$ cat src/rtl/csa_accumulator.sv
// Frame accumulator built on a 16-bit carry-select adder. It sums NUM_WORDS operands
// per frame, counts adder carry-outs for full precision, and hands the result over valid/ready.

module csa_adder16 (
    input  logic [15:0] a_i,
    input  logic [15:0] b_i,
    input  logic        cin_i,
    output logic [15:0] sum_o,
    output logic        cout_o
);

    function automatic logic [4:0] add4(input logic [3:0] a, input logic [3:0] b, input logic c);
        return {1'b0, a} + {1'b0, b} + {4'b0000, c};
    endfunction

    logic [4:0] blk_carry_s;
    assign blk_carry_s[0] = cin_i;

    // Each nibble precomputes both carry-in cases; the incoming carry picks one.
    genvar g;
    generate
        for (g = 0; g < 4; g++) begin : g_blk
            logic [4:0] r0_s;
            logic [4:0] r1_s;
            assign r0_s = add4(a_i[4*g +: 4], b_i[4*g +: 4], 1'b0);
            assign r1_s = add4(a_i[4*g +: 4], b_i[4*g +: 4], 1'b1);
            assign sum_o[4*g +: 4]  = blk_carry_s[g] ? r1_s[3:0] : r0_s[3:0];
            assign blk_carry_s[g+1] = blk_carry_s[g] ? r1_s[4]   : r0_s[4];
        end
    endgenerate

    assign cout_o = blk_carry_s[4];

endmodule

module csa_accumulator #(
    parameter int NUM_WORDS = 4,
    parameter int CNT_W     = 8
) (
    input  logic             clk_i,
    input  logic             rst_i,
    input  logic             flush_i,
    input  logic             in_valid_i,
    output logic             in_ready_o,
    input  logic [15:0]      in_data_i,
    output logic             out_valid_o,
    input  logic             out_ready_i,
    output logic [15:0]      out_sum_o,
    output logic [CNT_W-1:0] out_carries_o,
    output logic             out_ovf_o
);

    typedef enum logic [0:0] {ST_ACC = 1'b0, ST_HOLD = 1'b1} state_t;

    localparam logic [CNT_W-1:0] LAST_IDX = CNT_W'(NUM_WORDS - 1);

    state_t           state_q, state_d;
    logic [15:0]      acc_q, acc_d;
    logic [CNT_W-1:0] carries_q, carries_d;
    logic [CNT_W-1:0] word_cnt_q, word_cnt_d;
    logic             ovf_q, ovf_d;

    logic [15:0]      add_sum_s;
    logic             add_cout_s;
    logic             accept_s;

    csa_adder16 u_csa (
        .a_i    (acc_q),
        .b_i    (in_data_i),
        .cin_i  (1'b0),
        .sum_o  (add_sum_s),
        .cout_o (add_cout_s)
    );

    assign in_ready_o = (state_q == ST_ACC) & ~flush_i & ~rst_i;
    assign accept_s   = in_valid_i & in_ready_o;

    // Next-state and datapath update for the collect/present cycle.
    always_comb begin
        state_d    = state_q;
        acc_d      = acc_q;
        carries_d  = carries_q;
        word_cnt_d = word_cnt_q;
        case (state_q)
            ST_ACC: begin
                if (flush_i) begin
                    acc_d      = 16'h0000;
                    carries_d  = '0;
                    word_cnt_d = '0;
                end else if (accept_s) begin
                    acc_d     = add_sum_s;
                    carries_d = carries_q + {{(CNT_W-1){1'b0}}, add_cout_s};
                    if (word_cnt_q == LAST_IDX) begin
                        word_cnt_d = '0;
                        state_d    = ST_HOLD;
                    end else begin
                        word_cnt_d = word_cnt_q + {{(CNT_W-1){1'b0}}, 1'b1};
                    end
                end else begin
                    state_d = ST_ACC;
                end
            end
            ST_HOLD: begin
                if (out_ready_i) begin
                    acc_d     = 16'h0000;
                    carries_d = '0;
                    state_d   = ST_ACC;
                end else begin
                    state_d = ST_HOLD;
                end
            end
            default: begin
                state_d    = ST_ACC;
                acc_d      = 16'h0000;
                carries_d  = '0;
                word_cnt_d = '0;
            end
        endcase
        ovf_d = (carries_d != '0);
    end

    // State and datapath registers with synchronous reset.
    always_ff @(posedge clk_i) begin
        if (rst_i) begin
            state_q    <= ST_ACC;
            acc_q      <= 16'h0000;
            carries_q  <= '0;
            word_cnt_q <= '0;
            ovf_q      <= 1'b0;
        end else begin
            state_q    <= state_d;
            acc_q      <= acc_d;
            carries_q  <= carries_d;
            word_cnt_q <= word_cnt_d;
            ovf_q      <= ovf_d;
        end
    end

    assign out_valid_o   = (state_q == ST_HOLD);
    assign out_sum_o     = acc_q;
    assign out_carries_o = carries_q;
    assign out_ovf_o     = ovf_q;

endmodule

$ cat config.mk
export PLATFORM = sky130hd
export DESIGN_NAME = csa_accumulator
export DESIGN_NICKNAME = d
export VERILOG_FILES = /design/src/rtl/csa_accumulator.sv
export SDC_FILE = /design/constraint.sdc
export NUM_CORES = 1
export LEC_CHECK = 0
export BUFFER_PORTS_ARGS = -buffer_cell sky130_fd_sc_hd__buf_2
export CAP_MARGIN = 20
export CORE_MARGIN = 3
export CORE_UTILIZATION = 31
export DETAILED_ROUTE_END_ITERATION = 8
export GPL_TIMING_DRIVEN = 0
export PLACE_DENSITY_LB_ADDON = 0.08
export SYNTH_ARGS = -nofsm -noshare
export SYNTH_HDL_FRONTEND = slang
export SYNTH_SLANG_ARGS = --single-unit
$ cat constraint.sdc
create_clock -name clk_i -period 4.2 [get_ports clk_i]
set_clock_uncertainty 0.2 [all_clocks]
set_input_delay 1.05 -clock clk_i [delete_from_list [all_inputs] [get_ports clk_i]]
set_output_delay 1.05 -clock clk_i [all_outputs]
set_load 0.005 [all_outputs]
==> summary.md, run 1 <==
| Metric | Value |
|---|---|
| Synth area leader | dfxtp_1 |
| P&R area growth vs syn | 27.55% |
| Layout net count | 378 |
| Status | complete, but fails checks |
| H-tree levels | 2 |
| Number of enable flip-flop cells after synthesis | 0 |
| Hold Crit Class | reg -> reg |
| Antenna cells | 0 |
| #FFs+latches synth | 34 |
| CTS tree | done |
| Slew Limit Headroom | 60.05% |
| DRC Markers | 0 |
| Core area | 6944 sq um |
| Critical Path RT | 4220 ps |
| FFs w/ async S/R, synth | 0% |
| Synthesized area per cell | 8.442 sq um |
| Buffers added on ports | 46 |
| Global route overflow | 0 |
| Worst path cell trace | buf_6 > ha_4 > fa_1 > ha_2 > o311ai_4 > nor4_4 > mux2i_2 > xor2_2 > nand4_1 > xor2_1 > ha_2 > ha_4 > and2_4 > nand2_2 > o21ai_0 > a21oi_1 > and4_1 > a31oi_1 |
| Failing checks | setup timing |
| Final worst path period share | 103.4% |
| Final hold violation count | 0 |
| Initial antenna violation count | 0 |
| Share of cells above drive strength 1 | 27.41% |
| Total Routed Length | 5738 um |
| Yosys warnings | 0 |
| Top_reg_cell synth | dfxtp_1 |
| Clock buffer depth | 2 |
| CTS sink cnt | 34 |
| WS Path Type | in -> reg |
| Detail Route Antenna Nets | 0 |
| Total CTS buffers | 5 |
| Root buffer selected by CTS | clkbuf_8 |
| Dpl cell area | 2671 sq um |
| Vias in the first global route | 1981 |
| Global-route wire length before repair | 9701 um |
| Final setup viols | 4 |
| Fin. max-slew vios | 0 |
| Worst ir drop on vdd | 0.1347 mV |
| P_leak | 1.252 nW |
| Io pins | 48 |
| Minimum clock period | 4344 ps |
| Post-Synthesis Cells | 269 |
| Post-Route Utilization | 41.71% |
| Commonest cells post-synth | nor2_1 (39), dfxtp_1 (34), ha_1 (22) |
| FILL cells | 722 |
| Chip Width | 91.59 um |
| Critical Path Fanout Max | 4 |
| Mapped cell area | 2271 sq um |
| Crit end category | flop |
| DPL Wire Length | 4416 um |
| RSZ-0062 raised after global routing | yes |
| Post-synth top area share | 29.97% |
| Syn nets | 316 |
| Pin count of the biggest net entering global routing | 12 |
| Vias per std cell | 4.876 |
| Die area | 8389 sq um |
| DP Cell Count | 411 |
| Fmax | 230.2 MHz |
| Count leader, synth | nor2_1 |
| Final Worst Setup Slack | -144.4 ps |
| DR WL/cell | 13.41 um |
| Crit-path slowest cell | fa_1 |
| Initial Utilization | 32.70% |
| CP peak stage delay | 510 ps |
| Worst skew pair latency | 290 ps |
| Area contributors post-synth | dfxtp_1 (30%), ha_1 (12%), nor2_1 (6.4%) |
| Pwr Density | 266.4 nW/um^2 |
| 1st-pass router iterations | 4 |
| Slew @ Worst Pin | 599.2 ps |
| Tot GR Track Use | 14.40% |
| Startpoint types | input port |
| Vias | 2087 |
| FF-to-FF setup slack | 350 ps |
| Seq/Total Area, Yosys | 29.97% |
| Die height | 91.59 um |
| Arrival time worst endpoint | 4360 ps |
| FP Rows | 30 |
| Fin area | 2897 sq um |
| DRT iter0 DRCs | 55 |
| Routability cong. | 0.7867 |
| Pre-CTS setup slack | -805.7 ps |
| Clk slew on worst S/H paths | 70 ps |
| Post-Layout Cell Count | 428 |
| Unique masters post-synth | 46 |
| MaxCap Viol Count | 0 |
## registers in the layout (all words and copies together), names as in the netlist
register / cells
word_cnt_q: 8
out_valid_o: 1
out_sum_o: 16
out_carries_o: 8
out_ovf_o: 1
## what timing repair did
action / 4_1_cts / 5_1_grt
resized for setup: 6 / 6
pin swaps: 3 / 3
endpoints found under the setup margin: 7 / 7
hold buffers: 0 / 0
buffers inserted: 8 / 2
## metal layers
metal	share of wire (%)	wire [um]	global-route usage (%)	vias to the layer above
met5	0	0	0	-
met4	1.0	60	3.769	0
met3	4.4	254	3.148	7
met2	44	2538	22.09	35
met1	50	2884	20.29	946
li1	-	-	-	1099
## worst paths after layout
kind | from | end | cells after the start
min reg2reg | out_sum_o[12] | out_sum_o[12] | 2
max | in_data_i[4] | out_ovf_o | 18
max reg2reg | out_sum_o[4] | out_ovf_o | 17
min | out_sum_o[12] | out_sum_o[12] | 2
## layout make-up
class / instances / area [sq um] / share of cell area [%]
Clock buffer: 5 / 68.82 / 2.376
Multi-Input combinational cell: 216 / 1608 / 55.51
Tap cell: 96 / 120.1 / 4.147
Clock inverter: 3 / 40.04 / 1.382
Inverter: 10 / 37.54 / 1.296
Sequential cell: 34 / 680.7 / 23.50
Timing Repair Buffer: 55 / 307.8 / 10.63
Buffer: 9 / 33.78 / 1.166
## where the power goes
part / switching (mW) / internal (mW)
Clock: 0.123 / 0.175
Sequential: 0.00665 / 0.330
Combinational: 0.0760 / 0.0612
## logic make-up (layout without fill, tap and decap cells)
group,Yosys count,count (layout),synth area share [%]
AOI/OAI and AO/OA,66,66,18.57
xor gates and xnor gates,14,14,5.730
adders and majority gates,26,26,15.65
buffers and inverters,19,82,3.141
DFF,34,34,29.97
muxes,4,4,1.818
and+or+nand+nor,106,106,25.12
## worst max-delay path, delay by kind of cell
family / cells / cell delay [ps]
compound gates: 4 / 470
xor+xnor: 2 / 410
buf+inv: 1 / 100
fa+ha+maj: 5 / 1240
simple gates: 5 / 780
mux: 1 / 300
## metrics by stage
stage	hold WS [ps]	setup TNS, ps	power (mW)
finish	283.0	-367.2	0.7716
global route	303.5	-1399	0.8190
CTS	289.3	-408.1	0.7848
detailed placement	272.6	-4451	0.4778
global placement	272.2	-4354	0.4775
floorplan	243.0	-370.4	0.4356
## placed cells by master, fill, tap and decap left out, drive strengths merged, types with 2 or more instances in the layout
master / instances
o21ai: 15
nor4b: 4
a32oi: 2
a21oi: 21
nand2: 15
xnor2: 9
a41oi: 2
nor3: 2
nand4: 3
inv: 10
or2: 5
a22oi: 9
nor2: 39
nand3: 10
nor2b: 6
a21o: 5
and3: 8
a31oi: 2
ha: 22
nor4: 4
buf: 55
clkinv: 2
o211ai: 3
fa: 4
clkbuf: 14
xor2: 5
a311oi: 2
dfxtp: 34
mux2i: 3
and4: 2
nand3b: 3
Note: power is estimated with default switching activity, not from simulation.
==> inputs of run 2 (changes only) <==
- SYNTH_HIERARCHICAL: not set -> 1
==> run 2 against run 1 <==
  * The flow still finishes with violations (setup timing)
  * Critical path type unchanged
  * Wire length grew 8.3%
  * Flip-flop and latch count unchanged
  * Critical endpoint unchanged
  * Via count is 7.6% higher
  * Largest power group unchanged
  * Combinational power up 46%
  * Synthesized area increased by 12%
  * Die area grew 11%
  * Highest routed layer unchanged
  * Sequential share of layout area shrank 2.5 points
  * Maximum frequency fell by 7.1%
==> summary.md, run 2 <==
| Metric | Value |
|---|---|
| Die height | 96.43 um (was 91.59 um) |
| Final Worst Setup Slack | -475.5 ps (was -144.4 ps) |
| Unique masters post-synth | 58 (was 46) |
| Buffers added on ports | 47 (was 46) |
| Worst skew pair latency | 290 ps (about the same) |
| Synthesized area per cell | 9.118 sq um (was 8.442 sq um) |
| CTS sink cnt | 34 (unchanged) |
| Vias | 2246 (was 2087) |
| Clock buffer depth | 2 (unchanged) |
| Pin count of the biggest net entering global routing | 11 (was 12) |
| Io pins | 48 (unchanged) |
| Most frequent cells in the layout | buf_2 (48), dfxtp_1 (34), nor2_1 (28), nand2_1 (19), ha_1 (19) (was buf_2 (45), nor2_1 (39), dfxtp_1 (34), a21oi_1 (20), ha_1 (18)) |
| Initial Utilization | 32.30% (was 32.70%) |
| Die area | 9298 sq um (was 8389 sq um) |
| Switching power total | 0.2416 mW (was 0.2061 mW) |
| WHS | 309.5 ps (was 283.0 ps) |
| RSZ-0062 raised after global routing | yes (unchanged) |
| H-tree levels | 2 (unchanged) |
| Yosys warnings | 6 (was 0) |
| Routability cong. | 0.7725 (was 0.7867) |
| Critical Path Fanout Max | 3 (was 4) |
| Arrival time worst endpoint | 4630 ps (was 4360 ps) |
| Sum Neg Setup Slack | -1394 ps (was -367.2 ps) |
| P_leak | 1.404 nW (was 1.252 nW) |
| Mapped cell area | 2535 sq um (was 2271 sq um) |
| Area contributors post-synth | dfxtp_1 (27%), ha_1 (11%), xnor2_1 (6.6%) (was dfxtp_1 (30%), ha_1 (12%), nor2_1 (6.4%)) |
| Worst ir drop on vdd | 0.1123 mV (was 0.1347 mV) |
| #FFs+latches synth | 34 (unchanged) |
| Final worst path period share | 111.3% (was 103.4%) |
| CP most frequent cell | ha_4 |
| Failing checks | setup timing (unchanged) |
| Final setup viols | 7 (was 4) |
| Final hold violation count | 0 (unchanged) |
| P&R area growth vs syn | 28.04% (was 27.55%) |
| FFs w/ async S/R, synth | 0% (unchanged) |
| Largest register FFs | 16 (unchanged) |
| Core area | 7848 sq um (was 6944 sq um) |
| Startpoint types | input port (unchanged) |
| Vias per std cell | 5.013 (was 4.876) |
| Hold Crit Class | reg -> reg (unchanged) |
| Post-synth top area share | 26.85% (was 29.97%) |
| Synth area leader | dfxtp_1 (unchanged) |
| Top_reg_cell synth | dfxtp_1 (unchanged) |
| FILL cells | 826 (was 722) |
| WS Path Type | in -> reg (unchanged) |
| Minimum clock period | 4675 ps (was 4344 ps) |
| Layout net count | 393 (was 378) |
| Sequential cell area | 680.7 sq um (unchanged) |
| CP peak stage delay | 570 ps (was 510 ps) |
| Post-Synthesis Cells | 278 (was 269) |
| Slew @ Worst Pin | 800.6 ps (was 599.2 ps) |
| Commonest cells post-synth | dfxtp_1 (34), nor2_1 (29), ha_1 (23) (was nor2_1 (39), dfxtp_1 (34), ha_1 (22)) |
| Seq/Total Area, Yosys | 26.85% (was 29.97%) |
| Total CTS buffers | 5 (unchanged) |
| Critical Path RT | 4150 ps (was 4220 ps) |
| Pwr Density | 260.3 nW/um^2 (was 266.4 nW/um^2) |
| Clock power share | 36.0% (was 38.6%) |
| 1st-pass router iterations | 4 (unchanged) |
| Global-route wire length before repair | 10400 um (was 9701 um) |
| DR WL/cell | 13.87 um (was 13.41 um) |
| Fmax | 213.9 MHz (was 230.2 MHz) |
| Initial antenna violation count | 0 (unchanged) |
| Crit end category | flop (unchanged) |
| Crit-path slowest cell | fa_2 (was fa_1) |
| Worst path cell trace | buf_6 > ha_4 > fa_2 > ha_4 > nand2_2 > a2111oi_4 > o221ai_2 > a21oi_4 > mux2i_4 > mux2i_1 > xor2_1 > ha_2 > ha_4 > and4b_2 > and4_1 > o21ai_2 > a22oi_2 > a41oi_2 (was buf_6 > ha_4 > fa_1 > ha_2 > o311ai_4 > nor4_4 > mux2i_2 > xor2_2 > nand4_1 > xor2_1 > ha_2 > ha_4 > and2_4 > nand2_2 > o21ai_0 > a21oi_1 > and4_1 > a31oi_1) |
| Most common cell after layout, fill and taps aside | buf_2 (unchanged) |
| Switching Share | 28.60% (was 26.71%) |
| Post-CTS Hold Buffers | 0 (unchanged) |
| Share of cells above drive strength 1 | 30.64% (was 27.41%) |
| Clk slew on worst S/H paths | 90 ps (was 70 ps) |
| Chip Width | 96.43 um (was 91.59 um) |
| Number of enable flip-flop cells after synthesis | 0 (unchanged) |
| Root buffer selected by CTS | clkbuf_8 (unchanged) |
| FP Rows | 32 (was 30) |
| Tot GR Track Use | 14.14% (was 14.40%) |
| Area of the multi-input gates | 1926 sq um (was 1608 sq um) |
| DPL Wire Length | 4619 um (was 4416 um) |
| Combinational share of power | 23.7% (was 17.8%) |
| Slew Limit Headroom | 46.43% (was 60.05%) |
| Count leader, synth | dfxtp_1 (was nor2_1) |
| Antenna cells | 0 (unchanged) |
| Global route overflow | 0 (unchanged) |
| Flop pwr share | 40.2% (was 43.6%) |
| CTS tree | done (unchanged) |
| Fin. max-slew vios | 0 (unchanged) |
| Cell Int Power | 0.6033 mW (was 0.5655 mW) |
| Vias in the first global route | 2244 (was 1981) |
| Status | complete, but fails checks (unchanged) |
| Detail Route Antenna Nets | 0 (unchanged) |
| DRT iter0 DRCs | 70 (was 55) |
| Total Routed Length | 6215 um (was 5738 um) |
| DRC Markers | 0 (unchanged) |
| MaxCap Viol Count | 0 (unchanged) |
## run 2: final timing paths
| path | start | endpoint | slack (ps) | depth (start not counted) |
|---|---|---|---|---|
| setup / recovery | in_data_i[4] | out_ovf_o | -480 | 18 |
| setup reg to reg | out_sum_o[4] | out_ovf_o | 10 | 17 |
| hold / removal | out_sum_o[10] | out_sum_o[10] | 310 | 1 |
| hold reg to reg | out_sum_o[10] | out_sum_o[10] | 310 | 1 |
## run 2: power groups by stage
stage	combinational [mW]	sequential, mW	clock [mW]
after floorplan	0.147	0.347	0
after global placement	0.194	0.348	0
after detailed placement	0.194	0.348	0
after CTS	0.200	0.340	0.314
after global routing	0.226	0.342	0.324
final	0.200	0.340	0.304
## run 2: cell type report
cell class | instances | area share, %
tap | 102 | 3.932
sequential | 34 | 20.97
multi-input combinational | 232 | 59.33
clock buffer | 7 | 2.352
clock inverter | 1 | 0.9252
timing repair buffer | 57 | 9.869
buffer | 10 | 2.043
inverter | 5 | 0.5783
## run 2: kinds of logic (layout without fill, tap and decap cells)
family / Yosys count / in the layout / share of synthesized area [%]
AND/OR/NAND/NOR: 87 / 87 / 17.77
AO/OA/AOI/OAI: 75 / 75 / 22.46
flip-flops: 34 / 34 / 26.85
XOR/XNOR: 32 / 32 / 11.35
adder cells (fa/ha/maj): 27 / 27 / 14.51
buffers and inverters: 15 / 80 / 3.356
multiplexers: 7 / 7 / 3.554
other: 1 / 4 / 0.1479
## run 2: layer usage
layer	GRT usage (%)	routed length (um)	vias up
met3	2.789	211	11
li1	-	-	1165
met1	18.28	2926	1035
met4	4.206	90	0
met2	23.81	2987	35
met5	0	0	-
## run 2: critical path: cells and delay by family
family                     cells  cell delay [ps]
adders and majority gates      5             1240
AOI/OAI and AO/OA              6              950
and+or+nand+nor                3              570
muxes                          2              510
xor gates and xnor gates       1              210
buffers and inverters          1              100
## run 2: through the flow
stage	worst slack, ps	util [%]	total power, mW	std cells	area [sq um]
after floorplan	-532.4	-	0.4933	281	2624
after global placement	-1029	38.06	0.5419	430	2987
after detailed placement	-1072	38.06	0.5424	430	2987
after CTS	-492.0	40.75	0.8543	445	3198
after global routing	-606.0	41.36	0.8923	448	3246
final	-475.5	41.36	0.8449	448	3246
## run 2: what timing repair did
action / in CTS / in global routing
endpoints found under the setup margin: 8 / 8
setup buffers: 7 / 3
gates cloned: 0 / 0
pin swaps: 12 / 3
gates resized for setup: 14 / 5
hold endpoints to repair: 0 / 0
==> inputs of run 3 (changes only) <==
- CORE_UTILIZATION: 31 -> 45
==> run 3 against run 2 <==
  * The run still ends with setup timing left
  * Via count increased by 0.80%
  * Cell area down 1.9%
  * Maximum frequency is essentially flat
  * Die area shrank 29%
  * Power fell by 7.5%
  * Utilization is 19 points higher
  * Sequential power is essentially flat
  * Register-to-register slack worse by 20 ps
  * Worst hold slack worse by 7.7 ps
  * Count of clock-buffer cells in the layout fell by 1
  * Non-clock buffer count is 1 lower
  * Worst setup slack hardly changed
  * Highest routed layer unchanged
==> summary.md, run 3 (synthesized netlist as in run 2, its figures left out) <==
| Metric | Value |
|---|---|
| Cell Int Power | 0.5518 mW (was 0.6033 mW) |
| Vias per std cell | 5.482 (was 5.013) |
| DR WL/cell | 13.80 um (was 13.87 um) |
| Worst ir drop on vdd | 0.1623 mV (was 0.1123 mV) |
| DRT iter0 DRCs | 65 (was 70) |
| Buffers added on ports | 47 (unchanged) |
| FP Rows | 26 (was 32) |
| Final hold violation count | 0 (unchanged) |
| Clock power share | 30.8% (was 36.0%) |
| CTS tree | done (unchanged) |
| Most frequent cells in the layout | buf_2 (48), dfxtp_1 (34), nor2_1 (28), nand2_1 (19), ha_1 (19) (unchanged) |
| Chip Width | 81.06 um (was 96.43 um) |
| P_leak | 1.402 nW (was 1.404 nW) |
| Startpoint types | input port (unchanged) |
| Most common cell after layout, fill and taps aside | buf_2 (unchanged) |
| Post-CTS Hold Buffers | 0 (unchanged) |
| Die height | 81.06 um (was 96.43 um) |
| CTS sink cnt | 34 (unchanged) |
| Die area | 6570 sq um (was 9298 sq um) |
| DPL Wire Length | 4218 um (was 4619 um) |
| Pwr Density | 245.5 nW/um^2 (was 260.3 nW/um^2) |
| Hold Crit Class | reg -> reg (unchanged) |
| Initial Utilization | 48.10% (was 32.30%) |
| Clock buffer depth | 2 (unchanged) |
| Critical Path RT | 4150 ps (about the same) |
| Pre-CTS setup slack | -1018 ps (was -1072 ps) |
| DRC Markers | 0 (unchanged) |
| Switching power total | 0.2296 mW (was 0.2416 mW) |
| Routability cong. | 0.8045 (was 0.7725) |
| Sum Neg Setup Slack | -2044 ps (was -1394 ps) |
| Final worst path period share | 111.3% (about the same) |
| Global-route wire length before repair | 9818 um (was 10400 um) |
| Status | complete, but fails checks (unchanged) |
| Minimum clock period | 4676 ps (was 4675 ps) |
| Antenna cells | 0 (unchanged) |
| Crit end category | flop (unchanged) |
| Share of cells above drive strength 1 | 30.61% (was 30.64%) |
| Initial antenna violation count | 0 (unchanged) |
| WS Path Type | in -> reg (unchanged) |
| Layout net count | 392 (was 393) |
| Largest register FFs | 16 (unchanged) |
| Vias | 2264 (was 2246) |
| Fin area | 3183 sq um (was 3246 sq um) |
| Failing checks | setup timing (unchanged) |
| Detail Route Antenna Nets | 0 (unchanged) |
| Global route overflow | 0 (unchanged) |
| MaxCap Viol Count | 0 (unchanged) |
| Fin. max-slew vios | 0 (unchanged) |
| Switching Share | 29.38% (was 28.60%) |
| P&R area growth vs syn | 25.57% (was 28.04%) |
| Slew Limit Headroom | 50.83% (was 46.43%) |
| Final Worst Setup Slack | -475.7 ps (was -475.5 ps) |
| Flop pwr share | 43.5% (was 40.2%) |
| Combinational share of power | 25.7% (was 23.7%) |
| Total CTS buffers | 5 (unchanged) |
| Root buffer selected by CTS | clkbuf_8 (unchanged) |
| Core area | 5270 sq um (was 7848 sq um) |
| Vias in the first global route | 2141 (was 2244) |
| RSZ-0062 raised after global routing | yes (unchanged) |
| Critical Path Fanout Max | 4 (was 3) |
| FF-to-FF setup slack | -10 ps (was 10 ps) |
| Fmax | 213.9 MHz (about the same) |
| H-tree levels | 2 (unchanged) |
| Dpl cell area | 2947 sq um (was 2987 sq um) |
| Pin count of the biggest net entering global routing | 11 (unchanged) |
| Total Routed Length | 5699 um (was 6215 um) |
| Arrival time worst endpoint | 4630 ps (about the same) |
| Io pins | 48 (unchanged) |
| Tot GR Track Use | 18.73% (was 14.14%) |
| Slew @ Worst Pin | 734.8 ps (was 800.6 ps) |
| 1st-pass router iterations | 4 (unchanged) |
| Clk slew on worst S/H paths | 70 ps (was 90 ps) |
| Final setup viols | 7 (unchanged) |
| Worst skew pair latency | 280 ps (was 290 ps) |
-- run 3: cell count changes in the layout (fill, tap and decap cells not counted) --
| cell | previous run | this run |
|---|---|---|
| nor3_4 | 1 | 2 |
| clkbuf_8 | 5 | 6 |
| inv_2 | 1 | 0 |
| nor3_2 | 1 | 0 |
| buf_4 | 12 | 11 |
| and4_1 | 1 | 0 |
| inv_1 | 4 | 5 |
| and4_4 | 0 | 1 |
| bufinv_16 | 1 | 0 |
| clkbuf_1 | 5 | 3 |
-- run 3: power by group through the flow --
stage,Clock [mW],Combinational (mW),Sequential [mW]
detailed placement,0,0.194,0.347
global placement,0,0.190,0.347
global route,0.263,0.223,0.341
CTS,0.251,0.199,0.340
floorplan,0,0.147,0.347
finish,0.241,0.201,0.340
-- run 3: stage by stage --
stage	hold WS [ps]	utilization (%)	std cells	total power, mW
4_1_cts	309.1	59.69	411	0.7901
5_1_grt	332.5	60.40	413	0.8276
3_5_place_dp	284.8	55.91	398	0.5410
6_report	301.9	60.40	413	0.7814
3_3_place_gp	284.1	55.91	398	0.5375
2_1_floorplan	279.9	-	281	0.4933
-- run 3: path summary, 6_finish.rpt --
path                                   start      endpoint  cells after the start
worst max-delay path            in_data_i[4]     out_ovf_o                     18
worst min-delay path            out_sum_o[0]  out_sum_o[0]                      1
worst max register to register  out_sum_o[4]     out_ovf_o                     17
worst min register to register  out_sum_o[0]  out_sum_o[0]                      1
-- run 3: layout make-up --
cell class / count / area, sq um
repair buffers: 56 / 312.8
fillers: 499 / 2087
clock buffers: 6 / 82.58
plain buffers: 10 / 66.31
inverters: 5 / 18.77
flip-flops and latches: 34 / 680.7
well taps: 70 / 87.58
multi-input cells: 232 / 1934
-- run 3: critical path, cell delays in order --
cell	delay, ps
buf_6	90
ha_4	150
fa_2	560
ha_4	140
nand2_2	60
a2111oi_4	210
o221ai_2	160
a21oi_4	200
mux2i_4	270
mux2i_1	250
xor2_1	220
ha_2	240
ha_4	130
and4b_2	270
and4_4	250
o21ai_2	60
a22oi_2	170
a41oi_2	130
-- run 3: per-layer routing --
metal	up-vias	wire length [um]	track usage (%)	part of all wire [%]
met4	0	68	5.068	1.2
li1	1152	-	-	-
met3	7	210	3.104	3.7
met1	1061	2819	26.63	49
met5	-	0	0	0
met2	44	2601	29.23	46
-- run 3: what timing repair did --
item	in CTS	in global routing
setup endpoints to repair	8	8
setup buffers	7	4
gates cloned	0	0
resized for setup	14	8
pin swaps	15	7
hold endpoints to repair	0	0
